## src/rtl/rv_inst_pkg.sv

```systemverilog
// Shared RV32I constants: loader inst_type codes, base opcodes and the loader FSM states.
package rv_inst_pkg;

    localparam logic [3:0] INST_LOAD  = 4'b0001;
    localparam logic [3:0] INST_STORE = 4'b0010;
    localparam logic [3:0] INST_R     = 4'b0011;
    localparam logic [3:0] INST_I     = 4'b0100;

    localparam logic [6:0] OP_R     = 7'b0110011;
    localparam logic [6:0] OP_I     = 7'b0010011;
    localparam logic [6:0] OP_LOAD  = 7'b0000011;
    localparam logic [6:0] OP_STORE = 7'b0100011;

    typedef enum logic [2:0] {
        ST_IDLE   = 3'd0,
        ST_ACCEPT = 3'd1,
        ST_WRITE  = 3'd2,
        ST_DONE   = 3'd3,
        ST_FULL   = 3'd4
    } enc_state_e;

endpackage

```

## src/rtl/inst_word_pack.sv

```systemverilog
// Combinational packer: decoded fields -> RV32I word, valid_type low for unsupported classes.
module inst_word_pack
    import rv_inst_pkg::*;
(
    input  logic [3:0]  inst_type,
    input  logic [4:0]  rd,
    input  logic [4:0]  rs1,
    input  logic [4:0]  rs2,
    input  logic [2:0]  func3,
    input  logic [6:0]  func7,
    input  logic [11:0] imm,
    output logic [31:0] word,
    output logic        valid_type
);

    always_comb begin
        word       = '0;
        valid_type = 1'b1;
        case (inst_type)
            INST_R:     word = {func7, rs2, rs1, func3, rd, OP_R};
            INST_I: begin
                // Shifts carry funct7 in the upper immediate bits and a 5-bit shamt.
                if (func3 == 3'b001 || func3 == 3'b101)
                    word = {func7, imm[4:0], rs1, func3, rd, OP_I};
                else
                    word = {imm, rs1, func3, rd, OP_I};
            end
            INST_LOAD:  word = {imm, rs1, func3, rd, OP_LOAD};
            INST_STORE: word = {imm[11:5], rs2, rs1, func3, imm[4:0], OP_STORE};
            default:    valid_type = 1'b0;
        endcase
    end

endmodule

```

## src/rtl/inst_encoder_loader.sv

```systemverilog
// Program loader: encodes field bundles and writes them sequentially into instruction memory.
// Define INST_ENC_CHECKSUM_EN to generate the running-XOR checksum register.
module inst_encoder_loader
    import rv_inst_pkg::*;
#(
    parameter int unsigned DEPTH     = 256,
    parameter logic [31:0] BASE_ADDR = 32'h0000_0000
) (
    input  logic                         clk,
    input  logic                         rst,
    input  logic                         start,
    input  logic                         in_valid,
    output logic                         in_ready,
    input  logic [3:0]                   in_inst_type,
    input  logic [4:0]                   in_rd,
    input  logic [4:0]                   in_rs1,
    input  logic [4:0]                   in_rs2,
    input  logic [2:0]                   in_func3,
    input  logic [6:0]                   in_func7,
    input  logic [11:0]                  in_imm,
    input  logic                         in_last,
    output logic                         imem_we,
    input  logic                         imem_ready,
    output logic [31:0]                  imem_addr,
    output logic [31:0]                  imem_wdata,
    output logic [$clog2(DEPTH+1)-1:0]   word_count,
    output logic                         busy,
    output logic                         done,
    output logic                         full,
    output logic                         err_type,
    output logic [31:0]                  checksum
);

    localparam int CW = $clog2(DEPTH + 1);

    enc_state_e    state_q, state_d;
    logic [31:0]   addr_q, addr_d;
    logic [CW-1:0] count_q, count_d;
    logic [31:0]   wdata_q, wdata_d;
    logic          last_q, last_d;
    logic          err_q, err_d;

    logic [31:0]   pack_word;
    logic          pack_valid;
    logic          write_fire;
    logic          at_depth;

    inst_word_pack u_pack (
        .inst_type  (in_inst_type),
        .rd         (in_rd),
        .rs1        (in_rs1),
        .rs2        (in_rs2),
        .func3      (in_func3),
        .func7      (in_func7),
        .imm        (in_imm),
        .word       (pack_word),
        .valid_type (pack_valid)
    );

    // start masks in_ready so a bundle is never taken on the cycle it is discarded.
    assign in_ready   = (state_q == ST_ACCEPT) && !start;
    assign write_fire = (state_q == ST_WRITE) && imem_ready && !start;
    assign at_depth   = (32'(count_q) + 32'd1) == 32'(DEPTH);

    always_comb begin
        state_d = state_q;
        addr_d  = addr_q;
        count_d = count_q;
        wdata_d = wdata_q;
        last_d  = last_q;
        err_d   = err_q;
        if (start) begin
            state_d = ST_ACCEPT;
            addr_d  = BASE_ADDR;
            count_d = '0;
            wdata_d = '0;
            last_d  = 1'b0;
            err_d   = 1'b0;
        end else begin
            case (state_q)
                ST_ACCEPT: begin
                    if (in_valid) begin
                        if (pack_valid) begin
                            wdata_d = pack_word;
                            last_d  = in_last;
                            state_d = ST_WRITE;
                        end else begin
                            err_d = 1'b1;
                            if (in_last)
                                state_d = ST_DONE;
                        end
                    end
                end
                ST_WRITE: begin
                    if (imem_ready) begin
                        addr_d  = addr_q + 32'd4;
                        count_d = count_q + CW'(1);
                        if (last_q)
                            state_d = ST_DONE;
                        else if (at_depth)
                            state_d = ST_FULL;
                        else
                            state_d = ST_ACCEPT;
                    end
                end
                default: ;
            endcase
        end
    end

    always_ff @(posedge clk or posedge rst) begin
        if (rst) begin
            state_q <= ST_IDLE;
            addr_q  <= BASE_ADDR;
            count_q <= '0;
            wdata_q <= '0;
            last_q  <= 1'b0;
            err_q   <= 1'b0;
        end else begin
            state_q <= state_d;
            addr_q  <= addr_d;
            count_q <= count_d;
            wdata_q <= wdata_d;
            last_q  <= last_d;
            err_q   <= err_d;
        end
    end

`ifdef INST_ENC_CHECKSUM_EN
    logic [31:0] checksum_q, checksum_d;

    always_comb begin
        checksum_d = checksum_q;
        if (start)
            checksum_d = '0;
        else if (write_fire)
            checksum_d = checksum_q ^ wdata_q;
    end

    always_ff @(posedge clk or posedge rst) begin
        if (rst)
            checksum_q <= '0;
        else
            checksum_q <= checksum_d;
    end

    assign checksum = checksum_q;
`else
    assign checksum = '0;
`endif

    assign imem_we    = (state_q == ST_WRITE);
    assign imem_addr  = addr_q;
    assign imem_wdata = wdata_q;
    assign word_count = count_q;
    assign busy       = (state_q == ST_ACCEPT) || (state_q == ST_WRITE);
    assign done       = (state_q == ST_DONE) || (state_q == ST_FULL);
    assign full       = (state_q == ST_FULL);
    assign err_type   = err_q;

endmodule

```

## config.mk

```make
export PLATFORM = sky130hd
export DESIGN_NAME = inst_encoder_loader
export DESIGN_NICKNAME = d
export VERILOG_FILES = /design/src/rtl/rv_inst_pkg.sv /design/src/rtl/inst_word_pack.sv /design/src/rtl/inst_encoder_loader.sv
export SDC_FILE = /design/constraint.sdc
export NUM_CORES = 1
export LEC_CHECK = 0
export BUFFER_PORTS_ARGS = -buffer_cell sky130_fd_sc_hd__buf_4
export CAP_MARGIN = 0
export CORE_ASPECT_RATIO = 1.4
export CORE_MARGIN = 2
export CORE_UTILIZATION = 45
export DETAILED_ROUTE_END_ITERATION = 8
export GPL_ROUTABILITY_DRIVEN = 0
export PLACE_DENSITY = 0.72
export SETUP_SLACK_MARGIN = 0.3
export SLEW_MARGIN = 10
export SYNTH_ARGS = -nofsm -noshare
export SYNTH_HDL_FRONTEND = slang
export SYNTH_HIERARCHICAL = 1
export SYNTH_SLANG_ARGS = --single-unit
```

## constraint.sdc

```tcl
create_clock -name clk -period 3.1 [get_ports clk]
set_clock_uncertainty 0.1 [all_clocks]
set_input_delay 0.155 -clock clk [delete_from_list [all_inputs] [get_ports clk]]
set_output_delay 0.155 -clock clk [all_outputs]
set_load 0.05 [all_outputs]
```

; ---- Yosys cells after proc, flatten, opt, wreduce, memory -nomap -nowiden
; Index checks and enable logic that the tools add are counted.
[totals]
reg_bits = 78
inputBits = 47
output_inout_bits = 111
word_cells = 69
[op_classes]
addsub = 3
n_eq_ne = 15
n_mux = 29
n_reduce_logical = 16
[ops]
columns = cell, count
row1 = 2-to-1 mux 32 bit, 8
row2 = one-hot mux 32 bit (4 select lines), 1
row3 = "adder 32 x 3 -> 32 bit, second input constant", 1
row4 = 2-to-1 mux 9 bit, 3
row5 = 2-to-1 mux 3 bit, 7
row6 = "adder 9 x 1 -> 10 bit, second input constant", 1
row7 = "equality test 10 x 9 -> 1 bit, second input constant", 1
row8 = nonzero test 2 bit, 5
row9 = "adder 9 x 1 -> 9 bit, second input constant", 1
row10 = 2-to-1 mux 1 bit, 9
row11 = "equality test 4 x 2 -> 1 bit, second input constant", 2
row12 = "equality test 3 x 1 -> 1 bit, second input constant", 2
row13 = "equality test 3 x 2 -> 1 bit, second input constant", 2
row14 = "equality test 3 bit, second input constant", 2
row15 = one-hot mux 3 bit (2 select lines), 1
row16 = AND reduction 3 bit, 2
row17 = "equality test 4 x 1 -> 1 bit, second input constant", 1
row18 = "equality test 4 x 3 -> 1 bit, second input constant", 1
row19 = "inequality test 4 bit, second input constant", 1
row20 = AND reduction 4 bit, 1
row21 = OR reduction 4 bit, 1
row22 = logical OR 1 bit, 3
row23 = "inequality test 3 x 2 -> 1 bit, second input constant", 1
row24 = "inequality test 3 bit, second input constant", 1
row25 = other kinds (5), 5

; ---- Longest topological paths before layout
[depth]
ltp_word = 8
depth_mapped = 7
mapped_depth_nobuf = 6

; ---- By module
; Netlist, hierarchy kept.
[by_module_without_submodules]
columns = mod, instances, cells_per_inst, area_each_um2, seq_area_each_um2
row1 = inst_encoder_loader, 1, 361, 3778.6, 1901.8
row2 = inst_word_pack, 1, 82, 568.0, 0.0

; ---- Worst setup path after synthesis
; OpenSTA, ideal clock, no wires.
[synth_path]
kind = register -> register
from = register state_q[1]
to = register state_q[0]
setup_time_ns = 0.126
t_arrival_ns = 2.878
t_required_ns = 2.874
setup_slack_ns = -0.004
path_stages_with_launch = 6
path_buffers = 1
synth_period_minus_slack_ns = 3.104
path_cell_list = dfrtp_1 buf_4 nor4b_1 a32oi_1 o311a_1 a221o_1
[synth_between]
elab_chain_len = 3
word_cells_on_any_way = 9
cone_classes = eq/ne: 5 / mux: 2 / reduce/logical: 2
[synth_rtl]
columns = item, line
row1 = "start, declared", inst_encoder_loader.sv:36  ; enc_state_e state_q, state_d;
row2 = "start signal, assigned", inst_encoder_loader.sv:120  ; state_q <= state_d;
row3 = equality test 3 x 1 -> 1 bit / equality test 3 x 2 -> 1 bit (equally long branches), inst_encoder_loader.sv:80  ; case (state_q)
row4 = "inequality test 4 bit (no line), or another cell as far along", --
row5 = AND reduction 4 bit (no line) / 2-to-1 mux 3 bit (equally long branches), --
; Several ways; a longest one is shown, not always the timed one.
; A chain may end at the register's enable or synchronous reset.

; ---- Worst setup path after layout
[layout_path]
from = register addr_q[12], in the netlist imem_addr[12]
to = register addr_q[29], in the netlist imem_addr[29]
[layout_between]
elab_chain_len = 4
[layout_rtl]
columns = item, line
row1 = "start, declared", inst_encoder_loader.sv:37  ; logic [31:0] addr_q, addr_d;
row2 = "start signal, assigned", inst_encoder_loader.sv:121  ; addr_q <= addr_d;
row3 = adder 32 x 3 -> 32 bit, inst_encoder_loader.sv:96  ; addr_d = addr_q + 32'd4;
row4 = 2-to-1 mux 32 bit, inst_encoder_loader.sv:95  ; if (imem_ready) begin
row5 = 2-to-1 mux 32 bit, inst_encoder_loader.sv:80
row6 = 2-to-1 mux 32 bit, inst_encoder_loader.sv:72  ; if (start) begin
; Every way passes these cells. The select of a mux whose other input is x is not followed.

==> impl_metrics.py <==
metrics = {
    "timing": {
        "hold_viol": 0,
        "fin_tns_setup_ns": 0,
        "slew_headroom": 0.532,
        "slew_viol_final": 0,
        "fin_crit_ns": 2.12,
        "fin_crit_sh": 0.685,
        "tightest_slew_ns": 0.701,
        "setup_viol": 0,
        "rsz0062_at_grt": "no",
        "fmax_mhz": 471,
    },
    "worst_setup_path": {
        "end_kind": "register",
        "cp.arrival_ns": 2.27,
        "cp-startpoint": "imem_addr[12]",
        "critPathCapture": "imem_addr[29]",
        "cp.required_ns": 3.25,
        "path_buf_inv": 0,
        "critical_path.max_stage_delay_ns": 0.59,
        "r2r-end": "imem_addr[29]",
        "critical_path_class": "reg2reg",
        "critical_path.slowest_cell": "or4_1",
        "cp_num_cells": 4,
        "crit_path_start_kind": "register",
        "cp_top_family": "simple AND/OR/NAND/NOR gates",
        "reg2reg_depth": 4,
        "timing.rr.start": "imem_addr[12]",
        "cp_cell_sequence": "and4_1 > nand4_1 > or4_1 > a21oi_1",
        "regToRegSetupSlack_ns": 0.98,
        "path_max_fanout": 11,
    },
    "clock_tree": {
        "clock-sinks": 76,
        "htreeDepth": 3,
        "clk_pin_slew_worst_paths_ns": 0.06,
        "numCtsBuffers": 9,
        "clk_path_buf_depth": 2,
        "cts_tree": "built",
        "clk_root_buffer_cell": "clkbuf_16",
        "insertion_delay_ns": 0.33,
    },
    "global_routing": {
        "grt_pass1_wl_mm": 17.2,
        "grt_overflow": 0,
        "track_usage": 0.207,
        "grt_start_max_net_pins": 55,
        "antenna_found_initial": 0,
        "grt_pass1_vias": 3639,
    },
    "yosys": {
        "synth-main-ff-cell": "dfrtp_1",
        "synth-seq-cells": 76,
        "synthArstFlopShare": 1.00,
        "ys_types": 59,
        "yosysWarnings": 6,
        "syn_inst": 443,
        "synth_edf_count": 0,
        "syn_avg_cell_area_um2": 9.81,
        "ys_seq_area_frac": 0.438,
        "synth_area_um2": 4350,
    },
    "worst_hold_path": {
        "hp-class": "in2reg",
    },
    "finish": {
        "drive_gt1_frac": 0.280,
        "fill_cells": 870,
        "areaGrowthSynthToFinish_pct": 27.1,
        "multi_input_area_um2": 2140,
        "seqCellArea_um2": 1900,
        "final_net_count": 602,
        "n_antenna_cell": 0,
    },
    "placement": {
        "dp_hpwl_mm": 7.72,
        "port_buffers": 123,
    },
    "detailed_routing": {
        "routed_wl_mm": 10.6,
        "drc_errors": 0,
        "first_pass_iters": 4,
        "viasPerCell": 5.54,
        "drtIter0Drc": 157,
        "wl_per_cell_um": 15.9,
        "routed-via-count": 3698,
        "drtAntennaViolNets": 0,
    },
    "floorplan": {
        "start_util": 0.462,
        "core_um2": 9410,
        "dieArea_um2": 10500,
        "rows": 42,
        "ios": 158,
        "die-height_um": 120,
        "die_x_um": 87.1,
    },
    "status": {
        "status": "finished, final reports clean",
    },
    "flow_run": {
        "maxCapViolations": 0,
    },
    "pwr": {
        "p_per_area_nw_per_um2": 505,
        "power_mw": 2.79,
        "leakage_nw": 2.59,
        "ir_worst_vdd_uv": 287,
    },
}
-- how the worst min path moves through the flow --
stage,start,to,cells after the start
floorplan,in_last,last_q,1
global placement,rst,imem_wdata[14],2
detailed placement,rst,imem_wdata[17],2
CTS,in_valid,err_type,3
global route,in_valid,err_type,3
finish,in_valid,err_type,3
-- logic make-up after synthesis --
group | Yosys count | share of synthesized area
AO/OA/AOI/OAI | 128 | 0.214
XOR/XNOR | 19 | 0.0383
adder cells (fa/ha/maj) | 2 | 0.00576
buffers and inverters | 73 | 0.103
flip-flops | 76 | 0.438
multiplexers | 1 | 0.00259
other | 2 | 0.00173
AND/OR/NAND/NOR | 142 | 0.197
-- report_power, final --
part / switching (mW) / total (mW) / internal [mW]
Sequential: 0.0411 / 1.06 / 1.02
Combinational: 0.431 / 0.618 / 0.187
Clock: 0.407 / 1.11 / 0.705
Total: 0.880 / 2.79 / 1.91
-- cell usage after synthesis (7+ instances only) --
master / n / area (um^2)
or3_1: 10 / 62.6
o2bb2ai_1: 7 / 61.3
dfrtp_1: 76 / 1900
o31ai_1: 11 / 82.6
inv_1: 7 / 26.3
o21ai_0: 21 / 105
nor2_1: 21 / 78.8
xor2_1: 13 / 114
a21oi_1: 28 / 140
nand3_1: 10 / 50.1
nand2b_1: 9 / 56.3
buf_4: 42 / 315
or4_1: 9 / 67.6
nand4_1: 12 / 75.1
a22o_1: 33 / 289
and4_1: 8 / 70.1
nand2_1: 22 / 82.6
and2_1: 9 / 56.3
clkbuf_1: 16 / 60.1
-- per-stage QoR --
step	instances	hold WS [ns]	area, um^2	util	worst slack [ns]
floorplan	478	0.188	4480	-	0.582
global placement	650	0.183	5180	0.551	1.06
detailed placement	650	0.199	5180	0.551	0.991
CTS	668	0.00574	5520	0.587	0.984
global route	668	0.0246	5520	0.587	0.812
finish	668	0.0209	5520	0.587	0.976
-- state kept, by name, indices dropped and copies added (netlist names) --
signal	count
word_count	9
imem_wdata	32
imem_addr	30
state_q	3
err_type	1
last_q	1
-- area by class of cell --
class	count	share of cell area
multi-input combinational	329	0.388
sequential	76	0.344
timing repair buffer	130	0.180
clock buffer	10	0.0415
tap	110	0.0249
clock inverter	6	0.0161
inverter	7	0.00498
-- cell usage in the layout, fill, tap and decap left out, types with 7 or more instances in the layout --
cell type	instances
nand4_1	12
and4_1	8
clkbuf_16	9
dfrtp_1	76
or4_1	9
a22o_1	33
o21ai_0	21
conb_1	37
o31ai_1	11
and2_1	9
or3_1	10
xor2_1	13
o2bb2ai_1	7
a21oi_1	28
nand2_1	22
nand2b_1	9
buf_4	127
nand3_1	10
nor2_1	20
-- timing repair --
action                    4_1_cts  5_1_grt
hold endpoints to repair       40        0
resized for setup               0        0
hold buffers                    2        0
setup buffers                   0        0
-- worst register-to-register path, delay by kind of cell, from the launching register on --
kind | cells | cell delay, ns
AND/OR/NAND/NOR | 3 | 1.34
AO/OA/AOI/OAI | 1 | 0.18
flip-flops | 1 | 0.42
-- layer usage --
layer	global-route usage	wire length, um	up-vias
li1	-	-	1786
met1	0.242	4180	1778
met2	0.346	5420	122
met3	0.0751	835	12
met4	0.0703	202	0
met5	0	0	-
(Power assumes the default switching activity.)
